[src/rtl/fetch_pkg.sv]
// Shared definitions for the instruction fetch stage.
//   fetch_state_t    : fetch FSM states
//   OP/FUNCT/IMM bit : instruction field boundaries (MIPS R/I formats)
//   DEFAULT_RESET_PC : default PC loaded on reset
package fetch_pkg;

  typedef enum logic [1:0] {
    S_IDLE,
    S_FETCH,
    S_ISSUE
  } fetch_state_t;

  localparam int unsigned OP_MSB    = 31;
  localparam int unsigned OP_LSB    = 26;
  localparam int unsigned FUNCT_MSB = 5;
  localparam int unsigned IMM_MSB   = 15;

  localparam logic [31:0] DEFAULT_RESET_PC = 32'h0000_0000;

endpackage

[src/rtl/pc_next.sv]
// Combinational next-PC computation.
//   pc       in  current instruction address
//   imm16    in  branch immediate (word offset, signed)
//   branch   in  branch enable from control
//   zero     in  ALU zero flag
//   pc_plus4 out pc + 4
//   next_pc  out branch target when branch & zero, else pc + 4 (mod 2^32)
module pc_next
  import fetch_pkg::*;
(
  input  logic [31:0]      pc,
  input  logic [IMM_MSB:0] imm16,
  input  logic             branch,
  input  logic             zero,
  output logic [31:0]      pc_plus4,
  output logic [31:0]      next_pc
);

  logic [31:0] offset;

  always_comb begin
    // sign-extend and scale the word offset to bytes
    offset   = {{(31 - IMM_MSB - 2){imm16[IMM_MSB]}}, imm16, 2'b00};
    pc_plus4 = pc + 32'd4;
    next_pc  = (branch && zero) ? (pc_plus4 + offset) : pc_plus4;
  end

endmodule

[src/rtl/instr_fetch_unit.sv]
// Fetch stage of the monocycle MIPS datapath: holds the PC, fetches one
// instruction per step over a ready handshake, exposes opcode/funct fields
// and counts retired instructions.
//   clk, rst                 clock, synchronous active-high reset
//   imem_req/addr            fetch request and address (= pc)
//   imem_ready/rdata         memory response
//   commit, branch, zero     datapath done, branch enable, ALU zero
//   instr, instr_valid       instruction register and its executing flag
//   op, funct                instr[31:26], instr[5:0]
//   pc, pc_plus4             current address and its successor
//   instr_count              retired-instruction counter (wraps)
module instr_fetch_unit
  import fetch_pkg::*;
#(
  parameter logic [31:0] RESET_PC = DEFAULT_RESET_PC,
  parameter int unsigned CNT_W    = 32
) (
  input  logic             clk,
  input  logic             rst,
  output logic             imem_req,
  output logic [31:0]      imem_addr,
  input  logic             imem_ready,
  input  logic [31:0]      imem_rdata,
  input  logic             commit,
  input  logic             branch,
  input  logic             zero,
  output logic [31:0]      instr,
  output logic             instr_valid,
  output logic [5:0]       op,
  output logic [5:0]       funct,
  output logic [31:0]      pc,
  output logic [31:0]      pc_plus4,
  output logic [CNT_W-1:0] instr_count
);

  fetch_state_t state;
  logic [31:0]  next_pc;

  pc_next u_pc_next (
    .pc       (pc),
    .imm16    (instr[IMM_MSB:0]),
    .branch   (branch),
    .zero     (zero),
    .pc_plus4 (pc_plus4),
    .next_pc  (next_pc)
  );

  assign imem_addr = pc;
  assign op        = instr[OP_MSB:OP_LSB];
  assign funct     = instr[FUNCT_MSB:0];

  // imem_req / instr_valid are registered alongside the state so they
  // always equal (state == S_FETCH) / (state == S_ISSUE).
  always_ff @(posedge clk) begin
    if (rst) begin
      state       <= S_IDLE;
      pc          <= RESET_PC;
      instr       <= '0;
      imem_req    <= 1'b0;
      instr_valid <= 1'b0;
      instr_count <= '0;
    end else begin
      case (state)
        S_IDLE: begin
          state    <= S_FETCH;
          imem_req <= 1'b1;
        end
        S_FETCH: begin
          if (imem_ready) begin
            instr       <= imem_rdata;
            state       <= S_ISSUE;
            imem_req    <= 1'b0;
            instr_valid <= 1'b1;
          end
        end
        S_ISSUE: begin
          if (commit) begin
            pc          <= next_pc;
            instr_count <= instr_count + CNT_W'(1);
            state       <= S_FETCH;
            instr_valid <= 1'b0;
            imem_req    <= 1'b1;
          end
        end
        default: begin
          state       <= S_IDLE;
          imem_req    <= 1'b0;
          instr_valid <= 1'b0;
        end
      endcase
    end
  end

endmodule

[config.mk]
export PLATFORM = sky130hd
export DESIGN_NAME = instr_fetch_unit
export DESIGN_NICKNAME = d
export VERILOG_FILES = /design/src/rtl/fetch_pkg.sv /design/src/rtl/pc_next.sv /design/src/rtl/instr_fetch_unit.sv
export SDC_FILE = /design/constraint.sdc
export NUM_CORES = 1
export LEC_CHECK = 0
export CAP_MARGIN = 20
export CORE_MARGIN = 8
export CORE_UTILIZATION = 50
export CTS_BUF_LIST = sky130_fd_sc_hd__clkbuf_8
export CTS_CLUSTER_DIAMETER = 60
export DETAILED_ROUTE_END_ITERATION = 10
export GPL_TIMING_DRIVEN = 0
export PLACE_DENSITY = 0.84
export RECOVER_POWER = 100
export REMOVE_ABC_BUFFERS = 1
export SYNTH_ARGS = -nofsm -noshare
export SYNTH_HDL_FRONTEND = slang
export SYNTH_SLANG_ARGS = --single-unit
[constraint.sdc]
create_clock -name clk -period 11.11 [get_ports clk]
set_input_delay 2.222 -clock clk [delete_from_list [all_inputs] [get_ports clk]]
set_output_delay 2.222 -clock clk [all_outputs]
set_load 0.02 [all_outputs]
==> flow_summary.json, run 1 <==
{
  "status": "finished with violations",
  "violations": "max-capacitance violations, max-slew violations",
  "grt_usage": 0.222,
  "synth_cell_type_count": 73,
  "wl_per_cell_um": 16.9,
  "core.rowCount": 42,
  "io_buffers": 205,
  "finalCriticalPeriod_ps": 5940,
  "grt_max_degree": 74,
  "syn_area_um2": 6790,
  "cts-root-buf": "clkbuf_8",
  "die-area_um2": 17600,
  "ys_ff_latch": 97,
  "synth_fa_ha_area_frac": 0.0711,
  "vdd_drop_max_uv": 81.6,
  "postCtsHoldBufs": 0,
  "setup_tns_ps": 0,
  "placed_cell_area_um2": 8650,
  "critPathCaptureType": "output port",
  "slowest_delay_ps": 710,
  "cp_num_buf_inv": 1,
  "synth_ff_type": "dfxtp_1",
  "cts_setup_buffers": 0,
  "crit_type": "reg -> out",
  "holdWs_ps": 454,
  "avgSynthCellArea_um2": 7.73,
  "synth_compound_area_frac": 0.206,
  "power.density_nw_per_um2": 81.3,
  "relSlewSlack": -0.228,
  "setup_violations": 0,
  "core_area_um2": 13200,
  "overflow": 0,
  "via_count": 6769,
  "fmax_ghz": 0.168,
  "ys_seq_area_frac": 0.286,
  "start_util": 0.513,
  "grt_pass1_wl_um": 32500,
  "mostFrequentLayoutCell": "dlygate4sd3_1",
  "fillCellCount": 1155,
  "clock_sinks": 97,
  "crit_path_max_fanout": 8,
  "final_area_um2": 8750,
  "async_flop_share": 0,
  "cap_violations": 2,
  "postRouteWirelength_um": 20200,
  "antenna_found_initial": 0,
  "io_pins": 212,
  "final_nets": 1086,
  "ctsResizeCount": 0,
  "hold_viol": 0,
  "timing.final.ws_setup_ps": 5170,
  "dieWidth_um": 133,
  "rsz0062_at_grt": "no",
  "hpwl_um": 15200,
  "synth_top_family_by_area": "simple AND/OR/NAND/NOR gates",
  "post-place-ws_ps": 5850,
  "start_kind": "flop",
  "synth_edf_count": 0,
  "cts_tree": "done",
  "cp_top_family": "simple AND/OR/NAND/NOR gates",
  "fin_skew_ps": 13.3,
  "drtPass1Iterations": 5,
  "clock_path_buffers": 2,
  "slew_violations": 79,
  "yosys.area_share.simple": 0.247,
  "worst_pin_slew_ps": 1840,
  "dpl.cell_count": 1175,
  "p_leak_nw": 3.92,
  "via_per_inst": 5.68,
  "cpMaxStageDelayCell": "dlygate4sd3_1",
  "cts_inserted_buffers": 9,
  "stdcell_count": 1191,
  "synthXorXnorAreaFrac": 0.0903,
  "drtAntennaViolNets": 0,
  "arrival_ps": 3720,
  "yosys_warnings": 0,
  "cp.required_ps": 8890,
  "synth.mux.area_fraction": 0.0112,
  "layout_common_cells": "dlygate4sd3_1 (169), nand2_1 (137), dfxtp_1 (97)",
  "path_clk_slew_ps": 100,
  "p_total_mw": 0.712,
  "drt-initial-drc-count": 428,
  "num_antenna_cells": 0,
  "area_growth_pct": 28.9,
  "grt_pass1_vias": 6490,
  "route.detailed.drc": 0,
  "crit_chain": "ha_1 > and4_1 > nand3_1 > nor3_1 > nand4_1 > xnor2_1 > dlygate4sd3_1",
  "chipHeight_um": 133,
  "layout-drive-gt1-share": 0.0414,
  "clock_latency_ps": 390,
  "syn_inst": 879,
  "utilization": 0.661,
  "timing.final.crit_share": 0.535,
  "place_congestion": 0.916,
  "h-tree-depth": 3,
  "worstHoldPathType": "reg -> reg"
}
[final timing paths]
path                     start       endpoint  slack (ps)  depth (start not counted)
hold reg to reg      instr[25]      instr[25]         450                          2
hold / removal       instr[25]      instr[25]         450                          2
setup / recovery  imem_addr[2]   pc_plus4[28]        5170                          7
setup reg to reg  imem_addr[2]  imem_addr[31]        6250                         14
[flip-flops by register name, summed over array words and instances, names as in the netlist]
register	flops
imem_addr	30
instr	32
instr_count	32
state	2
instr_valid	1
[worst min-delay path, stage by stage, from the launching register on]
cell     delay [ps]
dfxtp_1         320
nand2_1          50
a21oi_1          50
[metal layers]
metal / GRT usage / up-vias / share of wire
li1: - / 3315 / -
met1: 0.259 / 3176 / 0.42
met3: 0.0802 / 27 / 0.091
met2: 0.367 / 251 / 0.47
met4: 0.0770 / 0 / 0.019
met5: 0 / - / 0
[cell families (layout without fill, tap and decap cells)]
| kind of cell | after synthesis | count (layout) |
|---|---|---|
| and+or+nand+nor | 341 | 341 |
| AOI/OAI and AO/OA | 219 | 219 |
| other | 1 | 6 |
| muxes | 7 | 7 |
| buffers and inverters | 106 | 237 |
| xor gates and xnor gates | 70 | 70 |
| DFF | 97 | 97 |
| adders and majority gates | 38 | 38 |
[layout make-up]
class / instances / area (um^2) / area share
Clock buffer: 10 / 138 / 0.0157
Multi-Input combinational cell: 681 / 4220 / 0.482
Tap cell: 176 / 220 / 0.0252
Clock inverter: 6 / 41.3 / 0.00472
Sequential cell: 97 / 1940 / 0.222
Inverter: 11 / 41.3 / 0.00472
Timing Repair Buffer: 210 / 2150 / 0.246
[synthesized netlist by cell type, drive strengths merged (13+ instances only)]
cell type | number | area share
a21oi | 90 | 0.067
a21o | 21 | 0.023
nand4 | 13 | 0.016
buf | 60 | 0.062
nand3 | 40 | 0.035
nand2 | 137 | 0.076
ha | 37 | 0.068
and3 | 18 | 0.017
clkbuf | 35 | 0.019
xor2 | 35 | 0.045
dfxtp | 97 | 0.29
o21ai | 40 | 0.029
xnor2 | 35 | 0.045
nor2 | 78 | 0.045
[power by group]
group          internal, mW  leakage, nW  total (mW)  switching, mW
Combinational        0.0516         3.04       0.122         0.0700
Clock                0.0880       0.0900       0.224          0.136
Sequential            0.356        0.785       0.367         0.0106
Total                 0.495         3.92       0.712          0.216
(Power assumes the default switching activity.)
==> inputs of run 2 (changes only) <==
--- a/config.mk
+++ b/config.mk
@@ -7,12 +7,12 @@
 export LEC_CHECK = 0
 export CAP_MARGIN = 20
 export CORE_MARGIN = 8
-export CORE_UTILIZATION = 50
+export CORE_UTILIZATION = 44
 export CTS_BUF_LIST = sky130_fd_sc_hd__clkbuf_8
 export CTS_CLUSTER_DIAMETER = 60
 export DETAILED_ROUTE_END_ITERATION = 10
 export GPL_TIMING_DRIVEN = 0
-export PLACE_DENSITY = 0.84
+export PLACE_DENSITY = 0.78
 export RECOVER_POWER = 100
 export REMOVE_ABC_BUFFERS = 1
 export SYNTH_ARGS = -nofsm -noshare
==> constraint.sdc (replaced) <==
create_clock -name clk -period 5 [get_ports clk]
set_input_delay 1 -clock clk [delete_from_list [all_inputs] [get_ports clk]]
set_output_delay 1 -clock clk [all_outputs]
set_load 0.02 [all_outputs]
==> run 2 against run 1 <==
The run still ends with max-capacitance violations, max-slew violations left; die area is 12% higher; routed wire length is 0.29% lower; sequential power is 120% higher; non-clock buffer count stayed put; first-iteration DRC count is 13% lower.
==> flow_summary.json, run 2 (synthesis gave the netlist of run 1 again) <==
{
  "clock_latency_ps": 370,
  "violations": "max-capacitance violations, max-slew violations",
  "timing.final.ws_setup_ps": 369,
  "num_antenna_cells": 0,
  "mostFrequentLayoutCell": "dlygate4sd3_1",
  "setup_violations": 0,
  "hpwl_um": 15300,
  "dieWidth_um": 140,
  "area_growth_pct": 28.6,
  "grt_pass1_wl_um": 32500,
  "start_kind": "flop",
  "cts-root-buf": "clkbuf_8",
  "cap_violations": 2,
  "power.density_nw_per_um2": 178,
  "critPathCaptureType": "flop",
  "layout-drive-gt1-share": 0.0394,
  "grt_pass1_vias": 6297,
  "postCtsHoldBufs": 0,
  "crit_type": "reg -> reg",
  "io_buffers": 205,
  "fin_skew_ps": 11.3,
  "clock_sinks": 97,
  "postRouteWirelength_um": 20100,
  "h-tree-depth": 3,
  "rsz0062_at_grt": "no",
  "drtAntennaViolNets": 0,
  "hold_viol": 0,
  "reg2reg_to": "imem_addr[29]",
  "holdWs_ps": 456,
  "relSlewSlack": -1.12,
  "core_area_um2": 15100,
  "chipHeight_um": 140,
  "wl_per_cell_um": 16.7,
  "post-place-ws_ps": 354,
  "whs_path_depth": 2,
  "worstHoldPathType": "reg -> reg",
  "final_nets": 1086,
  "setup_tns_ps": 0,
  "path_clk_slew_ps": 100,
  "vdd_drop_max_uv": 195,
  "whs_endpoint": "instr[17]",
  "layout_common_cells": "dlygate4sd3_1 (167), nand2_1 (137), dfxtp_1 (97)",
  "stdcell_count": 1203,
  "fmax_ghz": 0.216,
  "p_total_mw": 1.55,
  "arrival_ps": 4840,
  "ctsResizeCount": 0,
  "grt_max_degree": 74,
  "timing.final.crit_share": 0.926,
  "r2r.worst_path.cells": 15,
  "core.rowCount": 45,
  "via_count": 6629,
  "overflow": 0,
  "route.detailed.drc": 0,
  "cts_tree": "done",
  "cts_setup_buffers": 0,
  "crit_path_max_fanout": 10,
  "place_congestion": 0.897,
  "cp.required_ps": 5210,
  "p_leak_nw": 3.90,
  "drtPass1Iterations": 4,
  "via_per_inst": 5.51,
  "finalCriticalPeriod_ps": 4630,
  "reg2reg_setup_slack_ps": 370,
  "drt-initial-drc-count": 372,
  "grt_usage": 0.199,
  "worst_pin_slew_ps": 3170,
  "clock_path_buffers": 2,
  "min_from": "instr[17]",
  "antenna_found_initial": 0,
  "die-area_um2": 19700,
  "cts_inserted_buffers": 9,
  "start_util": 0.448,
  "r2r-start": "imem_addr[2]",
  "dpl.cell_count": 1187,
  "status": "finished with violations",
  "io_pins": 212,
  "slew_violations": 118
}
## run 2: cell count changes in the layout (fill, tap and decap cells not counted), moves of 2 or more
cell / change
inv_1: +2
dlygate4sd3_1: -2
clkdlybuf4s50_1: +2
a2111oi_0: -2
o21ai_1: -2
clkinv_2: -2
o21ai_0: +2
## run 2: layout make-up
cell class                 instances  area (um^2)
clock inverter                     7         47.5
clock buffer                       9          124
timing repair buffer             210         2130
sequential                        97         1940
tap                              188          235
inverter                          11         41.3
fill                            1433         6410
multi-input combinational        681         4210
## run 2: per-layer routing
metal	vias to the layer above	global-route usage	routed length, um
li1	3313	-	-
met1	3077	0.246	8800
met2	216	0.329	9430
met3	23	0.0598	1560
met4	0	0.0554	318
met5	-	0	0
## run 2: worst max path at each step
stage | depth (start not counted) | to | startpoint | slack [ps]
after floorplan | 14 | imem_addr[31] | imem_addr[2] | 590
after global placement | 8 | instr_count[31] | commit | 160
after detailed placement | 14 | imem_addr[31] | imem_addr[2] | 350
after CTS | 14 | imem_addr[31] | imem_addr[2] | 350
after global routing | 8 | instr_count[31] | commit | 30
final | 15 | imem_addr[29] | imem_addr[2] | 370
## run 2: critical path: stages (launching register included)
cell,delay (ps)
dfxtp_1,490
ha_1,290
and4_1,360
nand3_1,260
nor2_1,380
and4_1,250
xor2_1,270
ha_1,380
a21o_1,210
a21o_1,180
a21o_1,180
a22o_1,240
or4b_2,630
a21oi_1,140
nand3b_1,120
a21oi_1,60
## run 2: through the flow
stage          utilization  cell area [um^2]
2_1_floorplan            -              6250
3_3_place_gp         0.564              8540
3_5_place_dp         0.571              8660
4_1_cts              0.583              8830
5_1_grt              0.577              8740
6_report             0.577              8740
## run 2: where the power goes
part           leakage (nW)  total [mW]  internal, mW  switching, mW
logic                  3.02       0.267         0.113          0.154
clock network        0.0901       0.474         0.182          0.292
registers             0.785       0.814         0.791         0.0229
total                  3.90        1.55          1.09          0.469
==> inputs of run 3 (changes only) <==
--- a/config.mk
+++ b/config.mk
@@ -15,6 +15,7 @@
 export PLACE_DENSITY = 0.78
 export RECOVER_POWER = 100
 export REMOVE_ABC_BUFFERS = 1
+export SLEW_MARGIN = 30
 export SYNTH_ARGS = -nofsm -noshare
 export SYNTH_HDL_FRONTEND = slang
 export SYNTH_SLANG_ARGS = --single-unit
==> run 3 against run 2 <==
The flow still finishes with violations (max-capacitance violations, max-slew violations); sequential share of layout area about the same; via count increased by 0.50%; critical path depth decreased by 1; clock power rose by 18%; core utilization up 0.099 points; sequential power about the same; first-iteration DRC count increased by 3.0%; clock skew shrank 2.4 ps; largest cell class unchanged; highest routed layer unchanged.
==> flow_summary.json, run 3 (synthesis gave the netlist of run 1 again) <==
{
  "layout-drive-gt1-share": 0.0386,
  "setup_violations": 0,
  "cp_top_family": "simple AND/OR/NAND/NOR gates",
  "cts_tree": "done",
  "path_clk_slew_ps": 100,
  "setup_tns_ps": 0,
  "hold_viol": 0,
  "route.detailed.drc": 0,
  "grt_usage": 0.196,
  "status": "finished with violations",
  "slowest_delay_ps": 850,
  "r2r.worst_path.cells": 14,
  "start_kind": "flop",
  "layout_common_cells": "dlygate4sd3_1 (167), nand2_1 (136), dfxtp_1 (97)",
  "clock_sinks": 97,
  "violations": "max-capacitance violations, max-slew violations",
  "crit_chain": "ha_1 > and4_1 > nand3_1 > nor2_1 > nand2_1 > xnor2_1 > ha_1 > and2_0 > nand2_1 > a2111oi_0 > nor2_1 > a211oi_1 > o21ai_0 > a21oi_1",
  "num_antenna_cells": 0,
  "drt-initial-drc-count": 383,
  "finalCriticalPeriod_ps": 4630,
  "place_congestion": 0.897,
  "cp.required_ps": 5310,
  "crit_path_max_fanout": 8,
  "wl_per_cell_um": 16.6,
  "antenna_found_initial": 0,
  "postRouteWirelength_um": 20000,
  "chipHeight_um": 140,
  "p_switching_mw": 0.460,
  "cp_num_buf_inv": 0,
  "cts-root-buf": "clkbuf_8",
  "area_growth_pct": 28.9,
  "dieWidth_um": 140,
  "critPathCaptureType": "flop",
  "drtAntennaViolNets": 0,
  "fmax_ghz": 0.216,
  "drtPass1Iterations": 5,
  "relSlewSlack": -0.232,
  "p_leak_nw": 3.90,
  "reg2reg_to": "imem_addr[27]",
  "min_from": "instr[24]",
  "hpwl_um": 15000,
  "clock_latency_ps": 370,
  "arrival_ps": 4940,
  "swShare": 0.280,
  "core.rowCount": 45,
  "power.density_nw_per_um2": 187,
  "fillCellCount": 1400,
  "via_count": 6662,
  "clkPwrFrac": 0.341,
  "grt_pass1_wl_um": 32000,
  "r2r-start": "imem_addr[2]",
  "cts_inserted_buffers": 9,
  "io_buffers": 205,
  "seq_power_share": 0.496,
  "clock_path_buffers": 2,
  "crit_cells": 14,
  "worstHoldPathType": "reg -> reg",
  "grt_pass1_vias": 6243,
  "slew_violations": 35,
  "post-place-ws_ps": 364,
  "h-tree-depth": 3,
  "die-area_um2": 19700,
  "rsz0062_at_grt": "no",
  "fin_skew_ps": 8.95,
  "start_util": 0.448,
  "postCtsHoldBufs": 0,
  "vdd_drop_max_uv": 206,
  "final_nets": 1084,
  "combPwrFrac": 0.162,
  "crit_type": "reg -> reg",
  "whs_path_depth": 2,
  "p_int_mw": 1.18,
  "overflow": 0,
  "grt_max_degree": 74,
  "mostFrequentLayoutCell": "dlygate4sd3_1",
  "io_pins": 212,
  "cap_violations": 1,
  "cpMaxStageDelayCell": "a2111oi_0",
  "core_area_um2": 15100,
  "whs_endpoint": "instr[24]",
  "timing.final.crit_share": 0.925,
  "via_per_inst": 5.56,
  "timing.final.ws_setup_ps": 374,
  "worst_pin_slew_ps": 1850,
  "reg2reg_setup_slack_ps": 370
}
## run 3: cell type report
| type | count | area, um^2 | share of cell area |
|---|---|---|---|
| clock inverters | 5 | 81.3 | 0.00929 |
| inverters | 11 | 41.3 | 0.00472 |
| clock buffers | 9 | 124 | 0.0142 |
| repair buffers | 208 | 2110 | 0.241 |
| flip-flops and latches | 97 | 1940 | 0.222 |
| multi-input cells | 681 | 4220 | 0.482 |
| well taps | 188 | 235 | 0.0269 |
## run 3: layer usage
| metal | wire length (um) | global-route usage | vias up |
|---|---|---|---|
| li1 | - | - | 3317 |
| met1 | 8820 | 0.239 | 3102 |
| met2 | 9240 | 0.325 | 223 |
| met3 | 1640 | 0.0663 | 20 |
| met4 | 260 | 0.0474 | 0 |
| met5 | 0 | 0 | - |
## run 3: worst max path at each step
stage                             from         endpoint
after floorplan           imem_addr[2]    imem_addr[31]
after global placement          commit  instr_count[31]
after detailed placement  imem_addr[2]    imem_addr[31]
after CTS                 imem_addr[2]    imem_addr[31]
after global routing      imem_addr[2]    imem_addr[31]
final                     imem_addr[2]    imem_addr[27]
## run 3: power by group through the flow
stage | Sequential [mW] | Combinational [mW] | Clock [mW]
floorplan | 0.861 | 0.106 | 0
CTS | 0.816 | 0.281 | 0.576
global route | 0.818 | 0.290 | 0.608
detailed placement | 0.833 | 0.280 | 0
global placement | 0.833 | 0.271 | 0
finish | 0.814 | 0.266 | 0.560
## run 3: timing repair
item | CTS | global route
buffers inserted | 0 | 0
setup endpoints to repair | 0 | 1
gates resized for setup | 0 | 1
## run 3: per-stage QoR
stage	hold slack, ps	power (mW)	util	cell area (um^2)	cells
4_1_cts	460	1.67	0.584	8850	1199
3_3_place_gp	440	1.10	0.564	8540	1182
5_1_grt	480	1.72	0.578	8750	1199
3_5_place_dp	447	1.11	0.571	8640	1185
2_1_floorplan	481	0.967	-	6250	789
6_report	456	1.64	0.578	8750	1199
## run 3: worst register-to-register path, cell delays in order (launching register included)
cell and delay (ps):
dfxtp_1 530, ha_1 300, and4_1 350, nand3_1 270, nor2_1 390, nand2_1 120, xnor2_1 180, ha_1 370
and2_0 380, nand2_1 90, a2111oi_0 850, nor2_1 180, a211oi_1 250, o21ai_0 140, a21oi_1 160
